$ cat src/rtl/maze_pkg.sv
// Shared packet layout and constants for the maze torus network.
// Field offsets describe the 23-bit packet carried between nodes.
package maze_pkg;

    localparam int PKT_W     = 23;
    localparam int GRID_SIZE = 8;

    localparam int TYPE_MSB = 22;
    localparam int TYPE_LSB = 21;
    localparam int QOS_BIT  = 20;
    localparam int SRC_MSB  = 19;
    localparam int SRC_LSB  = 14;
    localparam int TGT_MSB  = 13;
    localparam int TGT_LSB  = 8;
    localparam int DATA_MSB = 7;
    localparam int DATA_LSB = 0;

    typedef logic [PKT_W-1:0] pkt_t;

    function automatic logic pkt_qos(pkt_t p);
        return p[QOS_BIT];
    endfunction

endpackage

$ cat src/rtl/maze_rr_arb.sv
// Rotating-priority arbiter: first requester at or after ptr wins.
// Purely combinational; the caller owns the pointer register.
module maze_rr_arb #(
    parameter int N  = 7,
    parameter int PW = 3
) (
    input  logic [N-1:0]  req,
    input  logic [PW-1:0] ptr,
    output logic [N-1:0]  grant
);

    logic [PW:0]   sum;
    logic [PW-1:0] idx;
    logic          found;

    always_comb begin
        grant = '0;
        found = 1'b0;
        sum   = '0;
        idx   = '0;
        for (int k = 0; k < N; k++) begin
            sum = {1'b0, ptr} + (PW+1)'(k);
            if (sum >= (PW+1)'(N)) begin
                sum = sum - (PW+1)'(N);
            end
            idx = sum[PW-1:0];
            if (!found && req[idx]) begin
                grant[idx] = 1'b1;
                found      = 1'b1;
            end
        end
    end

endmodule

$ cat src/rtl/maze_xin_arb.sv
// X-direction ingress arbiter: QoS-first round-robin with aging,
// winner delivered through a 2-entry output buffer.
module maze_xin_arb #(
    parameter int N_IN    = 7,
    parameter int PKT_W   = 23,
    parameter int AGE_MAX = 15,
    parameter int AGE_W   = 4,
    parameter int PORT_W  = 3
) (
    input  logic                  clk,
    input  logic                  rst,
    input  logic [N_IN-1:0]       in_vld,
    output logic [N_IN-1:0]       in_rdy,
    input  logic [N_IN*PKT_W-1:0] in_pkt,
    output logic                  out_vld,
    input  logic                  out_rdy,
    output logic [PKT_W-1:0]      out_pkt,
    output logic [PORT_W-1:0]     out_port,
    output logic                  out_aged
);

    import maze_pkg::*;

    logic [N_IN-1:0]   qos;
    logic [N_IN-1:0]   hi;
    logic [N_IN-1:0]   req;
    logic [N_IN-1:0]   grant;
    logic [AGE_W-1:0]  age [N_IN];
    logic [PORT_W-1:0] ptr;
    logic [PORT_W-1:0] g_idx;
    logic [PKT_W-1:0]  win_pkt;
    logic              win_aged;
    logic [1:0]        count;
    logic              acc;
    logic              xfer;
    logic              push;
    logic              pop;

    logic [PKT_W-1:0]  pkt0;
    logic [PKT_W-1:0]  pkt1;
    logic [PORT_W-1:0] port0;
    logic [PORT_W-1:0] port1;
    logic              aged0;
    logic              aged1;

    always_comb begin
        qos = '0;
        hi  = '0;
        for (int i = 0; i < N_IN; i++) begin
            qos[i] = in_pkt[i*PKT_W + QOS_BIT];
            hi[i]  = in_vld[i]
                   & (qos[i] | (age[i] == AGE_W'(AGE_MAX)));
        end
        req = (|hi) ? hi : in_vld;
    end

    maze_rr_arb #(
        .N  (N_IN),
        .PW (PORT_W)
    ) u_rr (
        .req   (req),
        .ptr   (ptr),
        .grant (grant)
    );

    // Acceptance depends only on registered occupancy, never on out_rdy.
    assign acc    = ~rst & (count != 2'd2);
    assign in_rdy = acc ? grant : '0;
    assign xfer   = |in_rdy;
    assign push   = xfer;
    assign pop    = out_vld & out_rdy;

    always_comb begin
        g_idx   = '0;
        win_pkt = '0;
        for (int i = 0; i < N_IN; i++) begin
            if (grant[i]) begin
                g_idx   = PORT_W'(i);
                win_pkt = in_pkt[i*PKT_W +: PKT_W];
            end
        end
        win_aged = (|hi) & ~qos[g_idx];
    end

    always_ff @(posedge clk) begin
        if (rst) begin
            ptr <= '0;
            for (int i = 0; i < N_IN; i++) begin
                age[i] <= '0;
            end
        end else if (xfer) begin
            if (g_idx == PORT_W'(N_IN-1)) begin
                ptr <= '0;
            end else begin
                ptr <= g_idx + 1'b1;
            end
            for (int i = 0; i < N_IN; i++) begin
                if (in_rdy[i]) begin
                    age[i] <= '0;
                end else if (in_vld[i] && !qos[i]
                             && age[i] < AGE_W'(AGE_MAX)) begin
                    age[i] <= age[i] + 1'b1;
                end
            end
        end
    end

    // Entry 0 is always the head; entry 1 shifts down on pop.
    always_ff @(posedge clk) begin
        if (rst) begin
            count <= '0;
            pkt0  <= '0;
            port0 <= '0;
            aged0 <= 1'b0;
            pkt1  <= '0;
            port1 <= '0;
            aged1 <= 1'b0;
        end else begin
            unique case (1'b1)
                (push && !pop): begin
                    if (count == 2'd0) begin
                        pkt0  <= win_pkt;
                        port0 <= g_idx;
                        aged0 <= win_aged;
                    end else begin
                        pkt1  <= win_pkt;
                        port1 <= g_idx;
                        aged1 <= win_aged;
                    end
                    count <= count + 2'd1;
                end
                (!push && pop): begin
                    pkt0  <= pkt1;
                    port0 <= port1;
                    aged0 <= aged1;
                    count <= count - 2'd1;
                end
                (push && pop): begin
                    pkt0  <= win_pkt;
                    port0 <= g_idx;
                    aged0 <= win_aged;
                end
                default: begin
                end
            endcase
        end
    end

    assign out_vld  = (count != 2'd0);
    assign out_pkt  = pkt0;
    assign out_port = port0;
    assign out_aged = aged0;

    a_rdy_onehot: assert property (
        @(posedge clk) disable iff (rst) $onehot0(in_rdy));

    a_rdy_vld: assert property (
        @(posedge clk) disable iff (rst) ((in_rdy & ~in_vld) == '0));

    a_out_stable: assert property (
        @(posedge clk) disable iff (rst)
        (out_vld && !out_rdy) |=> $stable(out_pkt));

endmodule

$ cat config.mk
export PLATFORM = sky130hd
export DESIGN_NAME = maze_xin_arb
export DESIGN_NICKNAME = d
export VERILOG_FILES = /design/src/rtl/maze_pkg.sv /design/src/rtl/maze_rr_arb.sv /design/src/rtl/maze_xin_arb.sv
export SDC_FILE = /design/constraint.sdc
export NUM_CORES = 1
export LEC_CHECK = 0
export ABC_CLOCK_PERIOD_IN_PS = 6200
export BUFFER_PORTS_ARGS = -buffer_cell sky130_fd_sc_hd__buf_2
export CAP_MARGIN = 10
export CELL_PAD_IN_SITES_DETAIL_PLACEMENT = 2
export CELL_PAD_IN_SITES_GLOBAL_PLACEMENT = 2
export CORE_ASPECT_RATIO = 0.5
export CORE_MARGIN = 3
export CORE_UTILIZATION = 28
export CTS_CLUSTER_SIZE = 30
export DETAILED_ROUTE_END_ITERATION = 6
export PLACE_DENSITY = 0.88
export SYNTH_ARGS = -nofsm -noshare
export SYNTH_HDL_FRONTEND = slang
export SYNTH_HIERARCHICAL = 1
export SYNTH_SLANG_ARGS = --single-unit
$ cat constraint.sdc
create_clock -name clk -period 6.2 [get_ports clk]
set_input_delay 1.24 -clock clk [delete_from_list [all_inputs] [get_ports clk]]
set_output_delay 1.24 -clock clk [all_outputs]
set_load 0.02 [all_outputs]
Word-level counts from Yosys, hierarchy flattened
Memories as Yosys holds them, arrays and structs flattened.
Index checks and enable logic that the tools add are counted.
W data, S select, Z words.
Storage, ports and cells
  register bits: 59
  bits in writable memories: 28
  bits of input ports: 171
  output and inout port bits: 35
  memories: 1
Operators by class
  $add $sub $neg: 23
  order comparisons: 29
  eq/ne operators: 10
  muxes and demuxes: 152
  bitwise logic cells: 40
  reductions and logical operators: 53
Memories
  age: depth 7, width 4, read ports 7, clocked after Yosys merged registers in 0, write ports 7, line maze_xin_arb.sv:28  | logic [AGE_W-1:0] age [N_IN];
Operators by type and width (number)
  $mux W23: 8
  $mux W1: 88
  $pmux W23 S3: 1
  $mux W7: 9
  $mux W4: 14
  $mux W3: 14
  $or A7 B7 Y7: 6
  $lt A3 B4 Y1 const B: 8
  $logic_and A1 B1 Y1: 30
  $add A4 B1 Y4 const B: 7
  $eq A4 B4 Y1 const B: 7
  $lt A4 B4 Y1 const B: 7
  $bmux W1 S3: 8
  $ge A4 B3 Y1 const B: 6
  $demux W1 S3: 7
  $ge A3 B1 Y1 const B: 7
  $or A1 B1 Y1: 21
  $sub A3 B3 Y3 const B: 7
  $logic_not A1 Y1: 15
  $reduce_or A7 Y1: 2
  $add A3 B3 Y4 const B: 3
  $and A1 B1 Y1: 10
  $pmux W3 S3: 1
  $add A3 B2 Y4 const B: 2
  15 further kinds: 19

Longest topological paths before layout
Gate-level depths: netlist of run 1.
An unclocked memory read counts as a cell.
  depth in word-level cells: 39
  mapped depth: 27

Cells and area by module
The synthesis of run 1 kept the hierarchy.
Modules (own cells, without submodules)
  maze_xin_arb: times used 1, cells an instance 726, area an instance 5919.4 um2
  maze_rr_arb: times used 1, cells an instance 274, area an instance 1995.7 um2

Worst setup path before layout of run 1
OpenSTA, ideal clock, no wires.
  path type: input to register
  start: input in_vld[0]
  end: register aged0, in the netlist out_aged
  setup time: 0.088 ns
  data arrival time: 6.490 ns
  required time: 6.112 ns
  path slack: -0.379 ns
  stages on the path: 21
  path through: a222oi_1 -> nand3_1 -> or3_1 -> clkbuf_1 -> a21boi_0 -> nand2b_1 -> nand2_1 -> mux4_2 -> nand3_1 -> nor4b_2 -> a311oi_1 -> a21bo_1 -> or4_1 -> or3_1 -> o211a_4 -> clkinv_2 -> ha_1 -> clkbuf_1 -> buf_1 -> nand2_1 -> a311oi_2
On the way
  elaborated cells between the ends (all ways): 69
  classes of those cells: 1 x eq/ne; 39 x mux; 9 x bitwise; 20 x reduce/logical
RTL lines
  start, declared: line maze_xin_arb.sv:12  | input logic [N_IN-1:0] in_vld,
  $and A1 B1 Y1 (*): line maze_xin_arb.sv:52  | & (qos[i] | (age[i] == AGE_W'(AGE_MAX)));
  $reduce_or A7 Y1 (*): line maze_xin_arb.sv:54  | req = (|hi) ? hi : in_vld;
  $mux W7 (*): line maze_xin_arb.sv:54
  net req[5]: line maze_xin_arb.sv:26  | logic [N_IN-1:0] req;
  $bmux W1 S3: line maze_rr_arb.sv:27  | if (!found && req[idx]) begin
  $mux W1 (implied by the code): line maze_rr_arb.sv:27
  $mux W1: line maze_rr_arb.sv:27
  $logic_not A1 Y1: line maze_rr_arb.sv:27
  [17 not listed]
  net grant[4]: line maze_xin_arb.sv:27  | logic [N_IN-1:0] grant;
  $mux W3 (3 in a row): line maze_xin_arb.sv:77  | if (grant[i]) begin
  $bmux W1 S3: line maze_xin_arb.sv:82  | win_aged = (|hi) & ~qos[g_idx];
  $mux W1 (implied by the code): line maze_xin_arb.sv:82
  $not A1 Y1: line maze_xin_arb.sv:82
  $and A1 B1 Y1: line maze_xin_arb.sv:82
  $mux W1: line maze_xin_arb.sv:121  | if (count == 2'd0) begin
  $pmux W1 S3: line maze_xin_arb.sv:119  | unique case (1'b1)
  end signal, assigned: line maze_xin_arb.sv:124  | aged0 <= win_aged;
  end signal, assigned: line maze_xin_arb.sv:135  | aged0 <= aged1;
  end signal, assigned: line maze_xin_arb.sv:141  | aged0 <= win_aged;
  end, declared: line maze_xin_arb.sv:43  | logic aged0;
The timed path passes the listed nets; every way through them passes the cells marked *. The select of a mux whose other input is x is not followed.
A chain may end at the register's enable or synchronous reset.

Worst setup path in the final report of run 1
  start: input in_vld[0]
  end: output in_rdy[3]
On the way
  longest elaborated chain between the ends: 25
  elaborated cells between the ends (all ways): 49
  classes of those cells: 29 x mux; 7 x bitwise; 13 x reduce/logical
RTL lines
  $and A1 B1 Y1: line maze_xin_arb.sv:52
  $reduce_or A7 Y1: line maze_xin_arb.sv:54
  $mux W7 (*): line maze_xin_arb.sv:54
  net req[0]: line maze_xin_arb.sv:26
  $bmux W1 S3: line maze_rr_arb.sv:27
  $mux W1 (implied by the code): line maze_rr_arb.sv:27
  $mux W1: line maze_rr_arb.sv:27
  $logic_not A1 Y1: line maze_rr_arb.sv:27
  [11 not listed]
  $logic_not A1 Y1: line maze_rr_arb.sv:27
  $logic_and A1 B1 Y1: line maze_rr_arb.sv:27
  $mux W1: line maze_rr_arb.sv:27
  $logic_not A1 Y1: line maze_rr_arb.sv:27
  $logic_and A1 B1 Y1: line maze_rr_arb.sv:27
  $mux W7 (*): line maze_rr_arb.sv:27
  net grant[3]: line maze_xin_arb.sv:27
  $mux W7 (*): line maze_xin_arb.sv:68  | assign in_rdy = acc ? grant : '0;
  end, declared: line maze_xin_arb.sv:13  | output logic [N_IN-1:0] in_rdy,
Marks and branches as above.

==> results by group, run 1 <==
Clock tree
  – # H-tree levels: 3
  – CTS Root Cell: clkbuf_16
  – # clock sinks: 87
  – Clk slew on worst S/H paths: 0.07 ns
  – Worst-Skew Late Latency: 0.37 ns
  – Hold_buf cts: 0
  – Total clock buffers created by CTS: 9
  – Max clock buf depth: 2
  – CTS tree: done

Placed design
  – Final RePlAce weighted congestion: 0.942
  – I/O Buffers: 205
  – Post-DP HPWL: 31700 µm
  – Post-DP Area: 9830 µm²

Yosys
  – Top cells by area, synth: dfxtp_1 (15%), edfxtp_1 (11%), nand2_1 (8.1%)
  – Number of synthesized flops with an enable pin: 28
  – Seq/Total Area, Yosys: 0.255
  – Mapped Nets: 1193
  – Post-Syn Instances: 1000
  – Synth cell count leaders: nand2_1 (171), nor2_1 (71), dfxtp_1 (59)
  – Ys flop type: dfxtp_1
  – Ys Warns: 6
  – Distinct cells, synth: 95
  – Largest area contributor in the netlist: dfxtp_1
  – Flops & latches, synth: 87
  – Count leader, synth: nand2_1
  – Netlist Area Pre-Place: 7920 µm²
  – Synth Area per Inst: 7.92 µm²
  – Post-synth top area share: 0.149
  – Asr flop ratio synth: 0

STA
  – Setup WS post-layout: -0.135 ns
  – Tcrit/Tclk final: 1.02
  – Worst-Margin Slew: 0.921 ns
  – Clk_skew: 0.0128 ns
  – Highest clock rate: 158 MHz
  – Final Max Slew Viols: 0
  – RSZ-0062 raised after global routing: yes
  – Final hold vios: 0
  – # setup viols final: 10
  – Relative slew slack: 0.381
  – Minimum clock period: 6.33 ns

Status
  – Status: finished with violations
  – Failing checks: negative setup slack

Critical path
  – CP Launch Point: in_vld[0]
  – Critical path endpoint category: output pin
  – Critical Path Start Type: primary input
  – R2R setup slack: 0.14 ns
  – WP data required: 4.96 ns
  – Reg2reg start: ptr[1]
  – Critical path type: in -> out
  – Crit-path max FO: 6
  – CP arrival: 5.09 ns

Global route
  – Grt total ovfl: 0
  – First-pass GRT wire length: 64600 µm
  – Largest net degree at the start of global routing: 54
  – Number of global-route vias before repair: 10358
  – Initial antenna violation count: 13
  – All-Layer GR Usage: 0.272

Drt
  – Drt drc: 0
  – Initial detailed-routing violation count: 977
  – 1st-pass router iterations: 5
  – WL per Instance: 30.9 µm
  – Antenna Violating Nets Remaining: 0
  – Vias: 10113
  – Vias/cell: 6.19
  – Final WL: 50500 µm

Flow run
  – Max Cap Viol: 0

Finish
  – FILL cells: 3091
  – Share of cells above drive strength 1: 0.337
  – Syn-to-layout area delta: 32.2%
  – Post-layout net count: 1429
  – Design Area, Final: 10500 µm²

Floorplanning
  – I/O pins: 206
  – Core Region: 27100 µm²
  – Initial cell density of the core: 0.292
  – Full die area: 30400 µm²
  – Core Rows: 42
  – Die width: 244 µm
  – Die height: 125 µm

Worst hold path
  – Hold path startpoint: pkt1[4]
  – Worst Hold Class: reg -> reg
## stage by stage
step | hold WS (ns) | TNS, ns | worst slack (ns) | utilization | cells
2_1_floorplan | 0.437 | -0.126 | -0.0140 | - | 1000
3_3_place_gp | 0.442 | -2.45 | -0.226 | 0.362 | 1588
3_5_place_dp | 0.456 | -19.73 | -0.533 | 0.362 | 1588
4_1_cts | 0.471 | 0 | 0.00965 | 0.376 | 1606
5_1_grt | 0.486 | -2.04 | -0.250 | 0.386 | 1634
6_report | 0.474 | -0.394 | -0.135 | 0.386 | 1634
## final timing paths
check	depth (start not counted)	endpoint
worst max-delay path	19	in_rdy[3]
worst max register to register	19	out_pkt[12]
worst min register to register	2	pkt1[4]
worst min-delay path	2	pkt1[4]
## worst max-delay path, cell delays in order
cell and delay (ns):
buf_2 0.13, buf_4 0.15, nand4_1 0.19, nand4_1 0.21, or3_4 0.19, buf_4 0.15
a21boi_2 0.07, inv_1 0.11, nand2_1 0.10, mux4_2 0.54, buf_4 0.18, a32oi_4 0.23
or4b_4 0.55, nor4b_2 0.25, nor3_1 0.13, nand3_2 0.17, nand2_1 0.19, inv_1 0.14
buf_2 0.17
## sequential cells by signal, indices dropped and copies added, names as in the netlist
register,flops
age,28
out_pkt,23
pkt1,23
out_port,3
port1,3
ptr,3
count,2
aged1,1
out_aged,1
## per-layer routing
metal / share of wire / vias to the layer above / GRT usage
li1: - / 4167 / -
met3: 0.067 / 267 / 0.0557
met1: 0.37 / 5073 / 0.312
met2: 0.49 / 606 / 0.485
met4: 0.074 / 0 / 0.129
met5: 0 / - / 0
## what timing repair did
action,4_1_cts,5_1_grt
setup endpoints to repair,23,44
endpoints found under the hold margin,0,0
pin swaps,1,6
resized for setup,11,29
setup buffers,2,9
## cells by family (layout without fill, tap and decap cells)
| kind of cell | Yosys count | after routing | synth area share |
|---|---|---|---|
| mux | 22 | 22 | 0.0300 |
| simple gates | 460 | 460 | 0.302 |
| buf+inv | 111 | 352 | 0.0653 |
| xor+xnor | 25 | 25 | 0.0300 |
| flops | 87 | 87 | 0.255 |
| compound gates | 273 | 273 | 0.281 |
| other cells | 0 | 19 | 0 |
| fa+ha+maj | 22 | 22 | 0.0357 |
## area by class of cell
| type | count | area (µm²) | area share |
|---|---|---|---|
| diodes | 19 | 47.5 | 0.00454 |
| clock buffers | 9 | 225 | 0.0215 |
| flip-flops and latches | 87 | 2020 | 0.193 |
| repair buffers | 305 | 1880 | 0.180 |
| inverters | 31 | 121 | 0.0116 |
| multi-input cells | 802 | 5630 | 0.538 |
| well taps | 374 | 468 | 0.0447 |
| clock inverters | 7 | 63.8 | 0.00610 |
## cells in the final DEF (no fill, tap or decap), types with 11 or more instances in the layout
cell	count
buf_2	205
nand2_1	168
buf_4	90
nor2_1	71
dfxtp_1	58
a21oi_1	45
o211ai_1	30
nand3b_1	29
nor2b_1	29
edfxtp_1	28
inv_1	27
nand3_1	25
nand2b_1	21
o21ai_0	20
ha_1	20
diode_2	19
nand4_1	17
nor3b_1	17
mux2i_1	17
a21o_1	15
a311oi_2	15
nor3_1	14
xnor2_1	13
o211a_1	12
o21a_1	12
o211ai_2	11
Power of run 1 is not shown: default switching activity piles up to over one toggle a cycle in this logic, so the estimate is an artifact.
==> inputs of run 2 (changes only) <==
==> constraint.sdc (replaced) <==
create_clock -name clk -period 6.2 [get_ports clk]
set_input_delay 1.24 -clock clk [delete_from_list [all_inputs] [get_ports clk]]
set_output_delay 1.24 -clock clk [all_outputs]
set_load 0.01 [all_outputs]
==> run 2 against run 1 <==
Non-clock buffer count increased by 17. Count of clock-buffer cells in the layout unchanged. First-iteration DRC count increased by 14%. Clock skew increased by 0.0038 ns. The flow still finishes with violations (negative setup slack). Critical path depth unchanged. Worst setup slack improved by 0.025 ns. Via count decreased by 1.6%. Worst hold slack improved by 0.0041 ns.
==> results by group, run 2 (same netlist as run 1, synthesis figures left out) <==
Flow run
  – Max Cap Viol: 0

Critical path
  – CP Capture Point: in_rdy[4]
  – CP peak stage delay: 0.55 ns
  – Worst reg2reg path endpoint: out_pkt[4]
  – R2R setup slack: 0.34 ns
  – CP max-delay cell: or4_4
  – Critical Path Start Type: primary input
  – CP Launch Point: in_vld[2]
  – Reg2reg start: age[1][0]
  – Critical path endpoint category: output pin
  – Crit-path cells: buf_2, buf_4, nand4_1, nand3_1, or3_4, a21boi_1, buf_4, nor3b_1, o21ai_0, nand3_1, a32oi_4, or4b_4, nor2_1, a21bo_1, or4_4, buf_6, nand2_1, inv_1, buf_2
  – CP arrival: 5.07 ns
  – Worst R2R Path Depth: 24
  – Crit-path max FO: 7
  – Critical path type: in -> out
  – WP data required: 4.96 ns

Floorplanning
  – Core Region: 27100 µm²
  – Die width: 244 µm
  – Initial cell density of the core: 0.292
  – Core Rows: 42
  – Full die area: 30400 µm²
  – I/O pins: 206
  – Die height: 125 µm

STA
  – Tcrit/Tclk final: 1.02
  – Clk_skew: 0.0166 ns
  – Minimum clock period: 6.31 ns
  – Highest clock rate: 158 MHz
  – Relative slew slack: 0.483
  – # setup viols final: 3
  – RSZ-0062 raised after global routing: yes
  – Setup WS post-layout: -0.110 ns
  – Worst-Margin Slew: 0.771 ns
  – Sum Neg Setup Slack: -0.132 ns
  – Final Max Slew Viols: 0
  – Final hold vios: 0

Placed design
  – I/O Buffers: 205
  – Final RePlAce weighted congestion: 0.978
  – Post-DP HPWL: 32300 µm

Drt
  – Vias/cell: 6.04
  – 1st-pass router iterations: 5
  – Final WL: 49200 µm
  – Initial detailed-routing violation count: 1111
  – Vias: 9947
  – Antenna Violating Nets Remaining: 0
  – WL per Instance: 29.9 µm
  – Drt drc: 0

Clock tree
  – CTS Root Cell: clkbuf_16
  – CTS tree: done
  – Clk slew on worst S/H paths: 0.07 ns
  – # H-tree levels: 3
  – Worst-Skew Late Latency: 0.38 ns
  – Total clock buffers created by CTS: 9
  – Max clock buf depth: 2
  – # clock sinks: 87

Finish
  – Syn-to-layout area delta: 32.9%
  – Most frequent cells in the layout: buf_2 (205), nand2_1 (170), buf_4 (105), nor2_1 (71), dfxtp_1 (58)
  – Commonest non-fill, non-tap cell in the layout: buf_2
  – Post-layout net count: 1446
  – Largest register FFs: 28
  – Most flops, register: age
  – Share of cells above drive strength 1: 0.337

Global route
  – First-pass GRT wire length: 69200 µm
  – Grt total ovfl: 0
  – Number of global-route vias before repair: 10576
  – Initial antenna violation count: 10
  – All-Layer GR Usage: 0.297
  – Largest net degree at the start of global routing: 54

Status
  – Failing checks: negative setup slack
  – Status: finished with violations

Worst hold path
  – Worst Hold Class: reg -> reg
run 2: cell count changes in the layout (fill, tap and decap cells not counted), sizes merged:
| cell | change |
|---|---|
| buf | +16 |
| clkbuf | +1 |
| diode | -5 |
run 2: layer usage:
layer	global-route usage	vias up	part of all wire	wire length (µm)
met5	0.00163	-	0	0
met4	0.186	0	0.068	3370
met3	0.0542	224	0.060	2960
met2	0.519	556	0.49	24100
met1	0.336	4977	0.38	18800
li1	-	4190	-	-
run 2: worst max-delay path: cells and delay by family:
kind,cells,cell delay [ns]
AO/OA/AOI/OAI,4,0.72
buffers and inverters,6,0.86
AND/OR/NAND/NOR,9,2.22
run 2: layout make-up:
cell class                      instances  area [µm²]
Tap cell                              374         468
Fill cell                            3080       16600
Sequential cell                        87        2020
Clock inverter                          7        72.6
Antenna cell                           14        35.0
Inverter                               31         121
Multi-Input combinational cell        802        5540
Timing Repair Buffer                  322        2030
Clock buffer                            9         225
run 2: timing repair:
action,in CTS,in global routing
endpoints found under the setup margin,18,58
setup buffers,2,8
gates cloned,0,1
hold buffers,0,0
resized for setup,7,20
pin swaps,2,10
run 2: worst min-delay path by stage:
stage                     slack [ns]  depth (start not counted)       end  startpoint
after global routing            0.51                          2  pkt1[21]    pkt1[21]
after CTS                       0.48                          2   pkt1[3]     pkt1[3]
after floorplan                 0.44                          2     aged1       aged1
final                           0.48                          2   pkt1[3]     pkt1[3]
after detailed placement        0.47                          2   pkt1[9]     pkt1[9]
after global placement          0.44                          2  pkt1[15]    pkt1[15]
run 2: per-stage QoR:
stage	area [µm²]	utilization	worst slack, ns	hold WS [ns]	instances
after floorplan	7930	-	-0.0140	0.437	1000
after global placement	9950	0.367	-0.0195	0.442	1605
after detailed placement	9950	0.367	-0.414	0.469	1605
after CTS	10300	0.380	0.00969	0.484	1623
after global routing	10500	0.388	-0.148	0.508	1646
final	10500	0.388	-0.110	0.478	1646
Power of run 2 is left out for the same reason.
==> inputs of run 3 (changes only) <==
Settings changed: CORE_MARGIN 3 to 2, CTS_BUF_LIST from default to sky130_fd_sc_hd__clkbuf_8.
==> run 3 against run 2 <==
Largest cell class unchanged. Clock skew up 0.0045 ns. Non-clock buffer count grew 8. The flow still finishes with violations (negative setup slack). Sequential cell count did not move. Die area decreased by 2.4%. Sequential share of layout area about the same. Worst setup slack got worse by 0.16 ns. Final cell count increased by 0.67%. Final area about the same. Worst hold slack lost 0.013 ns. Count of clock-buffer cells in the layout is 2 higher.
==> results by group, run 3 (same netlist as run 1, synthesis figures left out) <==
Placed design
  – Final RePlAce weighted congestion: 0.931
  – Post-DP HPWL: 31400 µm
  – I/O Buffers: 205

Clock tree
  – Clk slew on worst S/H paths: 0.10 ns
  – Worst-Skew Late Latency: 0.41 ns
  – Max clock buf depth: 2
  – # clock sinks: 87
  – CTS Root Cell: clkbuf_8
  – Total clock buffers created by CTS: 9
  – # H-tree levels: 3
  – Hold_buf cts: 0
  – CTS tree: done

Flow run
  – Max Cap Viol: 0

Floorplanning
  – Die width: 242 µm
  – Initial cell density of the core: 0.285
  – Die height: 123 µm
  – Core Rows: 43
  – Core Region: 27800 µm²
  – Full die area: 29700 µm²
  – I/O pins: 206

Drt
  – Initial detailed-routing violation count: 1006
  – WL per Instance: 29.4 µm
  – 1st-pass router iterations: 5
  – Final WL: 48700 µm
  – Antenna Violating Nets Remaining: 0
  – Drt drc: 0
  – Vias: 9973
  – Vias/cell: 6.02

Critical path
  – Crit-path max FO: 23
  – Critical Path Start Type: primary input
  – Critical path type: in -> reg
  – CP arrival: 6.79 ns
  – Critical path endpoint category: flip-flop
  – WP data required: 6.53 ns

STA
  – # setup viols final: 60
  – Highest clock rate: 155 MHz
  – Relative slew slack: 0.383
  – Final hold vios: 0
  – Tcrit/Tclk final: 1.04
  – Setup WS post-layout: -0.269 ns
  – Clk_skew: 0.0211 ns
  – Worst-Margin Slew: 0.919 ns
  – Final Max Slew Viols: 0
  – Sum Neg Setup Slack: -7.07 ns
  – Minimum clock period: 6.47 ns

Global route
  – Grt total ovfl: 0
  – All-Layer GR Usage: 0.269
  – Initial antenna violation count: 9
  – Number of global-route vias before repair: 10303
  – Largest net degree at the start of global routing: 52
  – First-pass GRT wire length: 61100 µm

Finish
  – Commonest non-fill, non-tap cell in the layout: buf_2
  – Most flops, register: age
  – Syn-to-layout area delta: 33.1%
  – Final core occ: 0.379
  – Post-layout net count: 1454
  – FILL cells: 3152
  – Most frequent cells in the layout: buf_2 (205), nand2_1 (168), buf_4 (108), nor2_1 (71), dfxtp_1 (58)
  – Largest register FFs: 28
  – Share of cells above drive strength 1: 0.350

Status
  – Failing checks: negative setup slack
  – Status: finished with violations

Worst hold path
  – Worst Hold Class: reg -> reg
## run 3: cell types whose count changed in the layout (fill, tap and decap cells not counted), moves of 4 or more
cell,previous run,this run
diode_2,14,9
buf_6,3,7
clkbuf_16,10,0
clkbuf_8,0,11
## run 3: metrics by stage
| stage | setup WS [ns] | instance area, µm² | instances | hold slack (ns) |
|---|---|---|---|---|
| 3_3_place_gp | -0.391 | 9990 | 1615 | 0.441 |
| 5_1_grt | -0.407 | 10500 | 1656 | 0.498 |
| 4_1_cts | 0.00707 | 10200 | 1632 | 0.465 |
| 6_report | -0.269 | 10500 | 1657 | 0.464 |
| 3_5_place_dp | -0.475 | 9990 | 1615 | 0.450 |
| 2_1_floorplan | -0.0140 | 7930 | 1000 | 0.437 |
## run 3: metal layers
layer / routed length, µm / global-route usage / vias up
met1: 18400 / 0.315 / 5001
met3: 3330 / 0.0496 / 234
li1: - / - / 4195
met2: 23700 / 0.484 / 541
met4: 3300 / 0.122 / 2
met5: 11 / 0 / -
## run 3: timing repair
action,in CTS,in global routing
endpoints found under the setup margin,26,58
setup buffers,1,16
pin swaps,3,18
gates resized for setup,9,34
hold endpoints to repair,0,0
## run 3: critical path, cell delays in order
cell	delay, ns
buf_2	0.11
a222oi_1	0.41
nand3_1	0.14
or3_4	0.46
a21boi_1	0.20
buf_4	0.20
nand2_1	0.08
nand2_1	0.08
mux4_2	0.26
nand3_1	0.13
nor4b_4	0.20
buf_4	0.17
and3_4	0.18
nor4_2	0.38
o211ai_1	0.31
buf_4	0.22
or4_4	0.55
o211a_4	0.33
ha_1	0.31
o21ai_2	0.21
buf_12	0.22
nand2_1	0.09
o21a_1	0.12
nor2_1	0.16
## run 3: final timing paths
check / start / slack, ns / cells after the start / end
max: in_pkt[20] / -0.27 / 24 / pkt1[14]
min: pkt1[15] / 0.46 / 2 / pkt1[15]
max reg2reg: ptr[1] / -0.08 / 20 / pkt1[14]
min reg2reg: pkt1[15] / 0.46 / 2 / pkt1[15]
## run 3: layout make-up
cell class / instances / area [µm²] / area share
Multi-Input combinational cell: 802 / 5580 / 0.530
Timing Repair Buffer: 330 / 2120 / 0.201
Sequential cell: 87 / 2020 / 0.192
Tap cell: 382 / 478 / 0.0454
Clock buffer: 11 / 151 / 0.0144
Inverter: 31 / 121 / 0.0115
Clock inverter: 5 / 38.8 / 0.00368
Antenna cell: 9 / 22.5 / 0.00214
Power of run 3 is left out for the same reason.
